<file path="src/rtl/pc_sequencer_if.sv">
// pc_sequencer_if: bundles the fetch handshake, decoder controls and status
// outputs of the instruction sequencer.
//   master : the sequencer (drives fetch request, phase, pc, status)
//   slave  : the surroundings (imem, decoder, data-memory stall, control)
interface pc_sequencer_if #(
    parameter int PC_W = 64
);
    logic            start;
    logic            imem_req;
    logic [PC_W-1:0] imem_addr;
    logic            imem_ack;
    logic            instr_latch;
    logic [2:0]      phase;
    logic            stall;
    logic            branch;
    logic [2:0]      branch_sel;
    logic            jal_sel;
    logic            jalr_sel;
    logic [PC_W-1:0] offset;
    logic            halt_req;
    logic [PC_W-1:0] pc;
    logic            retire;
    logic [31:0]     retired_count;
    logic            halted;
    logic            fault;

    modport master (
        input  start, imem_ack, stall, branch, branch_sel, jal_sel, jalr_sel,
               offset, halt_req,
        output imem_req, imem_addr, instr_latch, phase, pc, retire,
               retired_count, halted, fault
    );

    modport slave (
        output start, imem_ack, stall, branch, branch_sel, jal_sel, jalr_sel,
               offset, halt_req,
        input  imem_req, imem_addr, instr_latch, phase, pc, retire,
               retired_count, halted, fault
    );
endinterface

</file>
<file path="src/rtl/pc_sequencer.sv">
// pc_sequencer: multi-cycle instruction sequencer. Owns the program counter,
// steps each instruction through FETCH/DECODE/EXEC/MEM/WB, handshakes the
// instruction fetch, holds MEM on data-memory stalls, computes next-PC from
// the decoder's branch/jump controls, and reports retire/halt/fault.
// Ports:
//   clk, rst_n : clock (rising edge), asynchronous active-low reset
//   bus        : pc_sequencer_if.master (fetch handshake, decoder controls,
//                pc, phase, retire, retired_count, halted, fault)
module pc_sequencer #(
    parameter int              PC_W       = 64,
    parameter int unsigned     IMEM_DEPTH = 32,
    parameter logic [PC_W-1:0] RESET_PC   = '0
) (
    input  logic             clk,
    input  logic             rst_n,
    pc_sequencer_if.master   bus
);

    // Pipeline phases share their encoding with the phase output so that the
    // output decode is a simple range check.
    localparam logic [2:0] S_FETCH  = 3'd0;
    localparam logic [2:0] S_DECODE = 3'd1;
    localparam logic [2:0] S_EXEC   = 3'd2;
    localparam logic [2:0] S_MEM    = 3'd3;
    localparam logic [2:0] S_WB     = 3'd4;
    localparam logic [2:0] S_IDLE   = 3'd5;
    localparam logic [2:0] S_HALT   = 3'd6;
    localparam logic [2:0] S_FAULT  = 3'd7;

    localparam logic [PC_W-1:0] DEPTH = PC_W'(IMEM_DEPTH);
    localparam logic [PC_W-1:0] ONE   = PC_W'(1);

    logic [2:0]      state_q, state_d;
    logic [PC_W-1:0] pc_q, pc_d;
    logic [31:0]     cnt_q, cnt_d;
    logic [PC_W-1:0] next_pc;

    // Next-PC selection. Branch selects 4..6 are not a branch match and fall
    // through to the jal/jalr/default rules.
    always_comb begin
        next_pc = pc_q + ONE;
        if (bus.branch && (bus.branch_sel <= 3'd3)) begin
            next_pc = pc_q + bus.offset;
        end else if (bus.branch && (bus.branch_sel == 3'd7)) begin
            next_pc = pc_q + ONE;
        end else if (bus.jal_sel) begin
            next_pc = pc_q + bus.offset;
        end else if (bus.jalr_sel) begin
            next_pc = bus.offset;
        end
    end

    always_comb begin
        state_d = state_q;
        pc_d    = pc_q;
        cnt_d   = cnt_q;
        case (state_q)
            S_IDLE:   if (bus.start) state_d = S_FETCH;
            S_FETCH:  if (bus.imem_ack) state_d = S_DECODE;
            S_DECODE: state_d = S_EXEC;
            S_EXEC:   state_d = S_MEM;
            S_MEM:    if (!bus.stall) state_d = S_WB;
            S_WB: begin
                // pc loads even on a fault so the offending target is visible.
                pc_d  = next_pc;
                cnt_d = cnt_q + 32'd1;
                if (next_pc >= DEPTH) begin
                    state_d = S_FAULT;
                end else if (bus.halt_req) begin
                    state_d = S_HALT;
                end else begin
                    state_d = S_FETCH;
                end
            end
            S_HALT:   if (bus.start) state_d = S_FETCH;
            S_FAULT:  state_d = S_FAULT;
            default:  state_d = S_IDLE;
        endcase
    end

    always_ff @(posedge clk or negedge rst_n) begin
        if (!rst_n) begin
            state_q <= S_IDLE;
            pc_q    <= RESET_PC;
            cnt_q   <= '0;
        end else begin
            state_q <= state_d;
            pc_q    <= pc_d;
            cnt_q   <= cnt_d;
        end
    end

    assign bus.imem_req      = (state_q == S_FETCH);
    assign bus.imem_addr     = pc_q;
    // The only combinational input-to-output path.
    assign bus.instr_latch   = (state_q == S_FETCH) && bus.imem_ack;
    assign bus.phase         = (state_q <= S_WB) ? state_q : 3'd7;
    assign bus.pc            = pc_q;
    assign bus.retire        = (state_q == S_WB);
    assign bus.retired_count = cnt_q;
    assign bus.halted        = (state_q == S_HALT);
    assign bus.fault         = (state_q == S_FAULT);

endmodule

</file>
<file path="src/flat_wrapper.sv">
// flat-port wrapper written by rule: the top's interface ports become plain ports
module pc_sequencer_flat 
#(
    parameter int              PC_W       = 64,
    parameter int unsigned     IMEM_DEPTH = 32,
    parameter logic [PC_W-1:0] RESET_PC   = '0
)
  (clk, rst_n, bus_start, bus_imem_ack, bus_stall, bus_branch, bus_branch_sel, bus_jal_sel, bus_jalr_sel, bus_offset, bus_halt_req, bus_imem_req, bus_imem_addr, bus_instr_latch, bus_phase, bus_pc, bus_retire, bus_retired_count, bus_halted, bus_fault);
  pc_sequencer_if #(.PC_W(PC_W)) bus_i ();
  input  logic clk;
  input  logic rst_n;
  input wire logic [$bits(bus_i.start)-1:0] bus_start;
  input wire logic [$bits(bus_i.imem_ack)-1:0] bus_imem_ack;
  input wire logic [$bits(bus_i.stall)-1:0] bus_stall;
  input wire logic [$bits(bus_i.branch)-1:0] bus_branch;
  input wire logic [$bits(bus_i.branch_sel)-1:0] bus_branch_sel;
  input wire logic [$bits(bus_i.jal_sel)-1:0] bus_jal_sel;
  input wire logic [$bits(bus_i.jalr_sel)-1:0] bus_jalr_sel;
  input wire logic [$bits(bus_i.offset)-1:0] bus_offset;
  input wire logic [$bits(bus_i.halt_req)-1:0] bus_halt_req;
  output wire logic [$bits(bus_i.imem_req)-1:0] bus_imem_req;
  output wire logic [$bits(bus_i.imem_addr)-1:0] bus_imem_addr;
  output wire logic [$bits(bus_i.instr_latch)-1:0] bus_instr_latch;
  output wire logic [$bits(bus_i.phase)-1:0] bus_phase;
  output wire logic [$bits(bus_i.pc)-1:0] bus_pc;
  output wire logic [$bits(bus_i.retire)-1:0] bus_retire;
  output wire logic [$bits(bus_i.retired_count)-1:0] bus_retired_count;
  output wire logic [$bits(bus_i.halted)-1:0] bus_halted;
  output wire logic [$bits(bus_i.fault)-1:0] bus_fault;
  assign bus_i.start = bus_start;
  assign bus_i.imem_ack = bus_imem_ack;
  assign bus_i.stall = bus_stall;
  assign bus_i.branch = bus_branch;
  assign bus_i.branch_sel = bus_branch_sel;
  assign bus_i.jal_sel = bus_jal_sel;
  assign bus_i.jalr_sel = bus_jalr_sel;
  assign bus_i.offset = bus_offset;
  assign bus_i.halt_req = bus_halt_req;
  assign bus_imem_req = bus_i.imem_req;
  assign bus_imem_addr = bus_i.imem_addr;
  assign bus_instr_latch = bus_i.instr_latch;
  assign bus_phase = bus_i.phase;
  assign bus_pc = bus_i.pc;
  assign bus_retire = bus_i.retire;
  assign bus_retired_count = bus_i.retired_count;
  assign bus_halted = bus_i.halted;
  assign bus_fault = bus_i.fault;
  pc_sequencer #(.PC_W(PC_W), .IMEM_DEPTH(IMEM_DEPTH), .RESET_PC(RESET_PC)) u_core (.clk(clk), .rst_n(rst_n), .bus(bus_i));
endmodule
</file>
<file path="config.mk">
export PLATFORM = sky130hd
export DESIGN_NAME = pc_sequencer_flat
export DESIGN_NICKNAME = d
export VERILOG_FILES = /design/src/rtl/pc_sequencer_if.sv /design/src/rtl/pc_sequencer.sv /design/src/flat_wrapper.sv
export SDC_FILE = /design/constraint.sdc
export NUM_CORES = 1
export LEC_CHECK = 0
export ABC_AREA = 1
export CORE_MARGIN = 4
export CORE_UTILIZATION = 45
export DETAILED_ROUTE_END_ITERATION = 6
export PLACE_DENSITY = 0.7
export SLEW_MARGIN = 20
export SYNTH_ARGS = -nofsm -noshare
export SYNTH_HDL_FRONTEND = slang
export SYNTH_SLANG_ARGS = --single-unit
</file>
<file path="constraint.sdc">
create_clock -name clk -period 5.68 [get_ports clk]
set_input_delay 0.852 -clock clk [delete_from_list [all_inputs] [get_ports clk]]
set_output_delay 0.852 -clock clk [all_outputs]
set_load 0.05 [all_outputs]
</file>
==> results of run 1 <==
==> metal layers <==
layer  up-vias  track usage [%]  wire length [µm]
li1       8364                -                 -
met1      7981             47.0             26300
met2      1105             58.2             28400
met3       286             5.86              6010
met4         0             26.6              5670
met5         -                0                 0
==> cell usage after synthesis (2+ instances only) <==
library cell  instances
a21boi_0              2
a21oi_1             113
a22oi_1               3
a31oi_1              15
buf_1                 3
buf_2                 8
buf_4                64
clkbuf_1             35
dfrtp_1              97
dfstp_2               2
ha_1                 65
inv_1               415
inv_2                 7
nand2_1             897
nand2_2               7
nand3_1             200
nand3_2               5
nand3b_1             21
nand4_1              46
nand4_4               3
nor2_1              229
nor2_2               14
nor2_4                7
nor2_8                3
nor3_1               56
nor3_2                6
nor3_4                4
nor3b_1               3
o211ai_1              5
o21a_1                2
o21ai_0             129
o21ai_1               9
o21bai_1             10
o22ai_1               4
o32ai_1               2
or2_2                 6
xnor2_1              18
xor2_1               35
==> registers in the layout, summed over array words and instances, names as in the netlist <==
signal                    count
u_core.bus.retired_count     32
u_core.state_q                3
u_core.bus.imem_addr         64
==> power by group through the flow <==
stage	Clock (µW)	Combinational, µW	Sequential, µW
after floorplan	0	4620	2180
after global placement	0	7490	1740
after detailed placement	0	7510	1740
after CTS	643	7540	1730
after global routing	669	8240	1760
final	633	7640	1760
==> path summary, 6_finish.rpt <==
check | to | slack, ns | cells after the start
min reg2reg | u_core.bus.retired_count[31] | 0.48 | 1
max reg2reg | u_core.state_q[1] | 1.79 | 22
min | u_core.bus.retired_count[31] | 0.48 | 1
max in group asynchronous | u_core.bus.imem_addr[45] | 3.98 | 2
min in group asynchronous | u_core.bus.retired_count[7] | 0.50 | 1
max | u_core.state_q[1] | 1.05 | 16
==> stage by stage <==
stage          util, %  instances  worst slack [ns]  area [µm²]
2_1_floorplan        -       2564              2.64       14200
3_3_place_gp      53.7       3105             0.945       16600
3_5_place_dp      53.7       3105             0.848       16600
4_1_cts           54.6       3121              1.22       16900
5_1_grt           54.6       3121              1.05       16900
6_report          54.6       3121              1.05       16900
==> cell families (layout without fill, tap and decap cells) <==
| group | after synthesis | in the layout | share of synthesized area, % |
|---|---|---|---|
| adders and majority gates | 66 | 66 | 5.85 |
| AOI/OAI and AO/OA | 298 | 298 | 11.2 |
| and+or+nand+nor | 1516 | 1516 | 46.5 |
| DFF | 99 | 99 | 17.4 |
| xor gates and xnor gates | 53 | 53 | 3.26 |
| buffers and inverters | 532 | 693 | 15.8 |
==> final cells by class <==
cell class	count	area, µm²	area share [%]
flip-flops and latches	99	2480	14.7
well taps	396	495	2.93
repair buffers	255	2520	14.9
inverters	422	1580	9.38
clock inverters	4	51.3	0.304
multi-input cells	1933	9520	56.4
clock buffers	12	236	1.40
==> results.sh, run 1 <==
export IMPL_dieArea_um2=34500
export IMPL_cp_slowest_stage_delay_ns=0.70
export IMPL_power_uw=10000
export IMPL_root_buffer="clkbuf_16"
export IMPL_dpl_hpwl_um=54700
export IMPL_rows=64
export IMPL_overflow=0
export IMPL_p_int_uw=3590
export IMPL_route_vias_total=17700
export IMPL_drive_above_1_share_pct=3.49
export IMPL_remaining_drc_errors=0
export IMPL_ant_nets=0
export IMPL_ir_worst_vdd_uv=425
export IMPL_drt_pass1_iter_count=6
export IMPL_fp_dieH_um=186
export IMPL_grt_pass1_vias=16900
export IMPL_ys_seq_area_share_pct=17.4
export IMPL_setup_viol=0
export IMPL_cts_hold_buf=0
export IMPL_core_um2=30900
export IMPL_dieWidth_um=186
export IMPL_swShare_pct=64.2
export IMPL_cp_arrival_ns=4.89
export IMPL_crit_top_cell="nand2_1"
export IMPL_cap_violations=0
export IMPL_grt_usage_pct=37.3
export IMPL_antenna_found_initial=0
export IMPL_post_cts_buffers=0
export IMPL_final_cell_mix="nand2_1 (897), inv_1 (415), clkdlybuf4s50_1 (242), nor2_1 (229), nand3_1 (200)"
export IMPL_slowest_stage="inv_2"
export IMPL_slew_viol_final=0
export IMPL_ys_seq_elements=99
export IMPL_finalSetupTns_ns=0
export IMPL_critPathCaptureType="flop"
export IMPL_finalNetCount=2862
export IMPL_syn_inst=2564
export IMPL_cp_required_ns=5.94
export IMPL_synthFlopType="dfrtp_1"
export IMPL_switchingPower_uw=6440
export IMPL_cts_inserted_buffers=9
export IMPL_power_leakage_uw=0.00877
export IMPL_gp_congestion=1.04
export IMPL_initial_core_util_pct=46.1
export IMPL_fin_skew_ns=0.0107
export IMPL_synth_warnings=0
export IMPL_vias_per_cell=5.68
export IMPL_cts_tree="done"
export IMPL_synthesis_area_um2=14200
export IMPL_antenna_cells=0
export IMPL_ios=244
export IMPL_yosys_top_cells_area="nand2_1 (24%), dfrtp_1 (17%), inv_1 (11%)"
export IMPL_hold_slack_ns=0.483
export IMPL_fillers=3272
export IMPL_critPathBufInv=4
export IMPL_min_from="u_core.bus.retired_count[31]"
export IMPL_clock_sinks=99
export IMPL_crit_chain="clkdlybuf4s50_1 -> nand4_4 -> inv_2 -> nor2_2 -> nor2_4 -> inv_2 -> nand2_1 -> o21ai_0 -> nand4_1 -> nand3b_1 -> nor2_1 -> nand4_1 -> nand2_1 -> nand3_1 -> nand2_1 -> inv_1"
export IMPL_grt_pass1_wl_um=97700
export IMPL_p_comb_share_pct=76.1
export IMPL_status="finished clean"
export IMPL_fmax_mhz=216
export IMPL_hold_viol_final=0
export IMPL_area_growth_pct=18.6
export IMPL_ctsResizeCount=0
export IMPL_setup_worst_path_start="bus_branch_sel[2]"
export IMPL_critPathKind="input port to flop"
export IMPL_clk_latency_ns=0.37
export IMPL_wl_per_cell_um=21.3
export IMPL_synth_async_reset_ratio_pct=100
export IMPL_synth_top_area_cell="nand2_1"
export IMPL_crit_fanout=31
export IMPL_io_buffers=243
export IMPL_cp_top_family="simple AND/OR/NAND/NOR gates"
export IMPL_final_common_cell="nand2_1"
export IMPL_synthesis_nets=2706
export IMPL_rsz0062_at_grt="false"
export IMPL_final_min_clock_period_ns=4.63
export IMPL_power_frac_seq_pct=17.6
export IMPL_drt_iter0_drc=1910
export IMPL_start_kind="input port"
export IMPL_cts_path_max_buffers=2
export IMPL_relSlewSlack_pct=30.2
export IMPL_synth_edf_count=0
export IMPL_syn_mean_instance_area_um2=5.55
export IMPL_power_density_nw_per_um2=594
export IMPL_wirelength_um=66400
export IMPL_clk_pin_slew_ns=0.07
export IMPL_grt_max_degree=60
export IMPL_clkPwrFrac_pct=6.3
export IMPL_tightestPinTransition_ns=1.05
export IMPL_rr_startpoint="u_core.bus.imem_addr[0]"
export IMPL_htreeDepth=3
export IMPL_hold_class="flop to flop"
export IMPL_post_route_period_util_pct=81.5
export IMPL_synth_top_area_share_pct=23.6
export IMPL_synth_cell_types=52
No activity file was read; power rests on OpenSTA's default activity.
==> inputs of run 2 (changes only) <==
clock period = 4.7 ns   (was 5.68 ns; I/O delays follow)
==> results.sh, run 2 (synthesized netlist as in run 1, its figures left out) <==
export IMPL_rsz0062_at_grt="false"
export IMPL_relSlewSlack_pct=34.3
export IMPL_grt_pass1_wl_um=100000
export IMPL_cp_top_family="simple AND/OR/NAND/NOR gates"
export IMPL_final_cell_mix="nand2_1 (897), inv_1 (415), clkdlybuf4s50_1 (242), nor2_1 (229), nand3_1 (200)"
export IMPL_largest_reg_flops=64
export IMPL_grt_pass1_vias=16800
export IMPL_critPathCaptureType="flop"
export IMPL_dieArea_um2=34500
export IMPL_clock_sinks=99
export IMPL_cp_required_ns=4.97
export IMPL_ir_worst_vdd_uv=491
export IMPL_vias_per_cell=5.70
export IMPL_setup_viol=0
export IMPL_start_kind="input port"
export IMPL_ios=244
export IMPL_io_buffers=243
export IMPL_dpl_cell_count=3130
export IMPL_ctsResizeCount=0
export IMPL_core_um2=30900
export IMPL_critPathBufInv=3
export IMPL_remaining_drc_errors=0
export IMPL_wl_per_cell_um=21.9
export IMPL_rr_startpoint="u_core.bus.imem_addr[2]"
export IMPL_post_cts_buffers=0
export IMPL_grt_max_degree=66
export IMPL_initial_core_util_pct=46.1
export IMPL_status="finished clean"
export IMPL_hold_class="input port to async pin"
export IMPL_drive_above_1_share_pct=4.44
export IMPL_power_density_nw_per_um2=728
export IMPL_clk_latency_ns=0.37
export IMPL_r2r_setup_slack_ns=0.69
export IMPL_tightestPinTransition_ns=0.986
export IMPL_finalSetupTns_ns=0
export IMPL_finalNetCount=2887
export IMPL_cts_path_max_buffers=2
export IMPL_crit_fanout=4
export IMPL_hold_viol_final=0
export IMPL_cts_hold_buf=0
export IMPL_gp_congestion=1.10
export IMPL_overflow=0
export IMPL_area_growth_pct=20.0
export IMPL_cts_tree="done"
export IMPL_dpl_hpwl_um=56700
export IMPL_fmax_mhz=238
export IMPL_root_buffer="clkbuf_16"
export IMPL_drt_iter0_drc=1927
export IMPL_power_leakage_uw=0.00891
export IMPL_setup_worst_path_start="bus_offset[0]"
export IMPL_ant_nets=0
export IMPL_slowest_stage="clkdlybuf4s50_1"
export IMPL_stdcell_count=3145
export IMPL_route_vias_total=17900
export IMPL_fin_skew_ns=0.0107
export IMPL_final_common_cell="nand2_1"
export IMPL_antenna_found_initial=0
export IMPL_final_min_clock_period_ns=4.20
export IMPL_cap_violations=0
export IMPL_clk_pin_slew_ns=0.07
export IMPL_dieWidth_um=186
export IMPL_cp_arrival_ns=4.47
export IMPL_crit_top_cell="nand2_1"
export IMPL_slew_viol_final=0
export IMPL_cp_slowest_stage_delay_ns=0.45
export IMPL_critPathKind="input port to flop"
export IMPL_cts_inserted_buffers=9
export IMPL_post_route_period_util_pct=89.4
export IMPL_power_uw=12400
export IMPL_grt_usage_pct=38.5
export IMPL_htreeDepth=3
export IMPL_fp_dieH_um=186
export IMPL_drt_pass1_iter_count=6
export IMPL_wirelength_um=68800
export IMPL_rows=64
export IMPL_antenna_cells=0
==> run 2: changes by cell type in the layout (fill, tap and decap cells not counted) <==
| cell | before | now |
|---|---|---|
| inv_6 | 0 | 1 |
| buf_4 | 13 | 37 |
| clkinv_2 | 1 | 2 |
| clkinv_4 | 1 | 2 |
| clkinvlp_4 | 1 | 0 |
| buf_12 | 0 | 1 |
| clkbuf_1 | 3 | 0 |
==> run 2: layout make-up <==
| class | count | area (µm²) |
|---|---|---|
| fillers | 3256 | 13800 |
| multi-input cells | 1933 | 9520 |
| inverters | 422 | 1580 |
| flip-flops and latches | 99 | 2480 |
| well taps | 396 | 495 |
| repair buffers | 280 | 2720 |
| clock inverters | 6 | 66.3 |
| clock buffers | 9 | 225 |
==> run 2: worst register-to-register path: stages, from the launching register on <==
cell      delay (ns)
dfrtp_1         0.51
ha_1            0.42
nand3_1         0.28
nand3_1         0.34
nand2_1         0.15
nand2_1         0.11
nand2_1         0.08
nand2_1         0.18
or2_2           0.34
nand3_1         0.09
a21boi_0        0.28
nand2_1         0.08
nor2_1          0.14
nand3b_1        0.14
nor2_1          0.24
nand4_1         0.20
nand2_1         0.14
nand3_1         0.08
nand2_1         0.06
inv_1           0.03
==> run 2: path summary, 6_finish.rpt <==
| check | end | cells past startpoint |
|---|---|---|
| worst max register to register | u_core.state_q[1] | 19 |
| worst min-delay path | u_core.bus.imem_addr[2] | 1 |
| worst max-delay path | u_core.state_q[1] | 25 |
| worst min register to register | u_core.bus.retired_count[28] | 1 |
| max in group asynchronous | u_core.state_q[0] | 2 |
| min in group clk | u_core.bus.retired_count[28] | 1 |
==> run 2: stage by stage <==
stage / setup slack, ns / area (µm²) / utilization [%] / hold WS [ns]
finish: 0.499 / 17100 / 55.3 / 0.464
global route: 0.323 / 17100 / 55.3 / 0.509
CTS: 0.648 / 17100 / 55.3 / 0.498
detailed placement: 0.274 / 16800 / 54.3 / 0.486
global placement: 0.197 / 16800 / 54.3 / 0.480
floorplan: 1.77 / 14200 / - / 0.409
==> run 2: layer usage <==
layer  routed length, µm  GRT usage, %
met5                   0             0
met4                5490          25.1
met3                5680          5.49
met2               30900          62.6
met1               26800          47.7
==> run 2: power by group <==
group	switching, µW	internal, µW	total [µW]
clock network	373	413	786
logic	6830	2880	9710
registers	776	1160	1930
total	7980	4450	12400
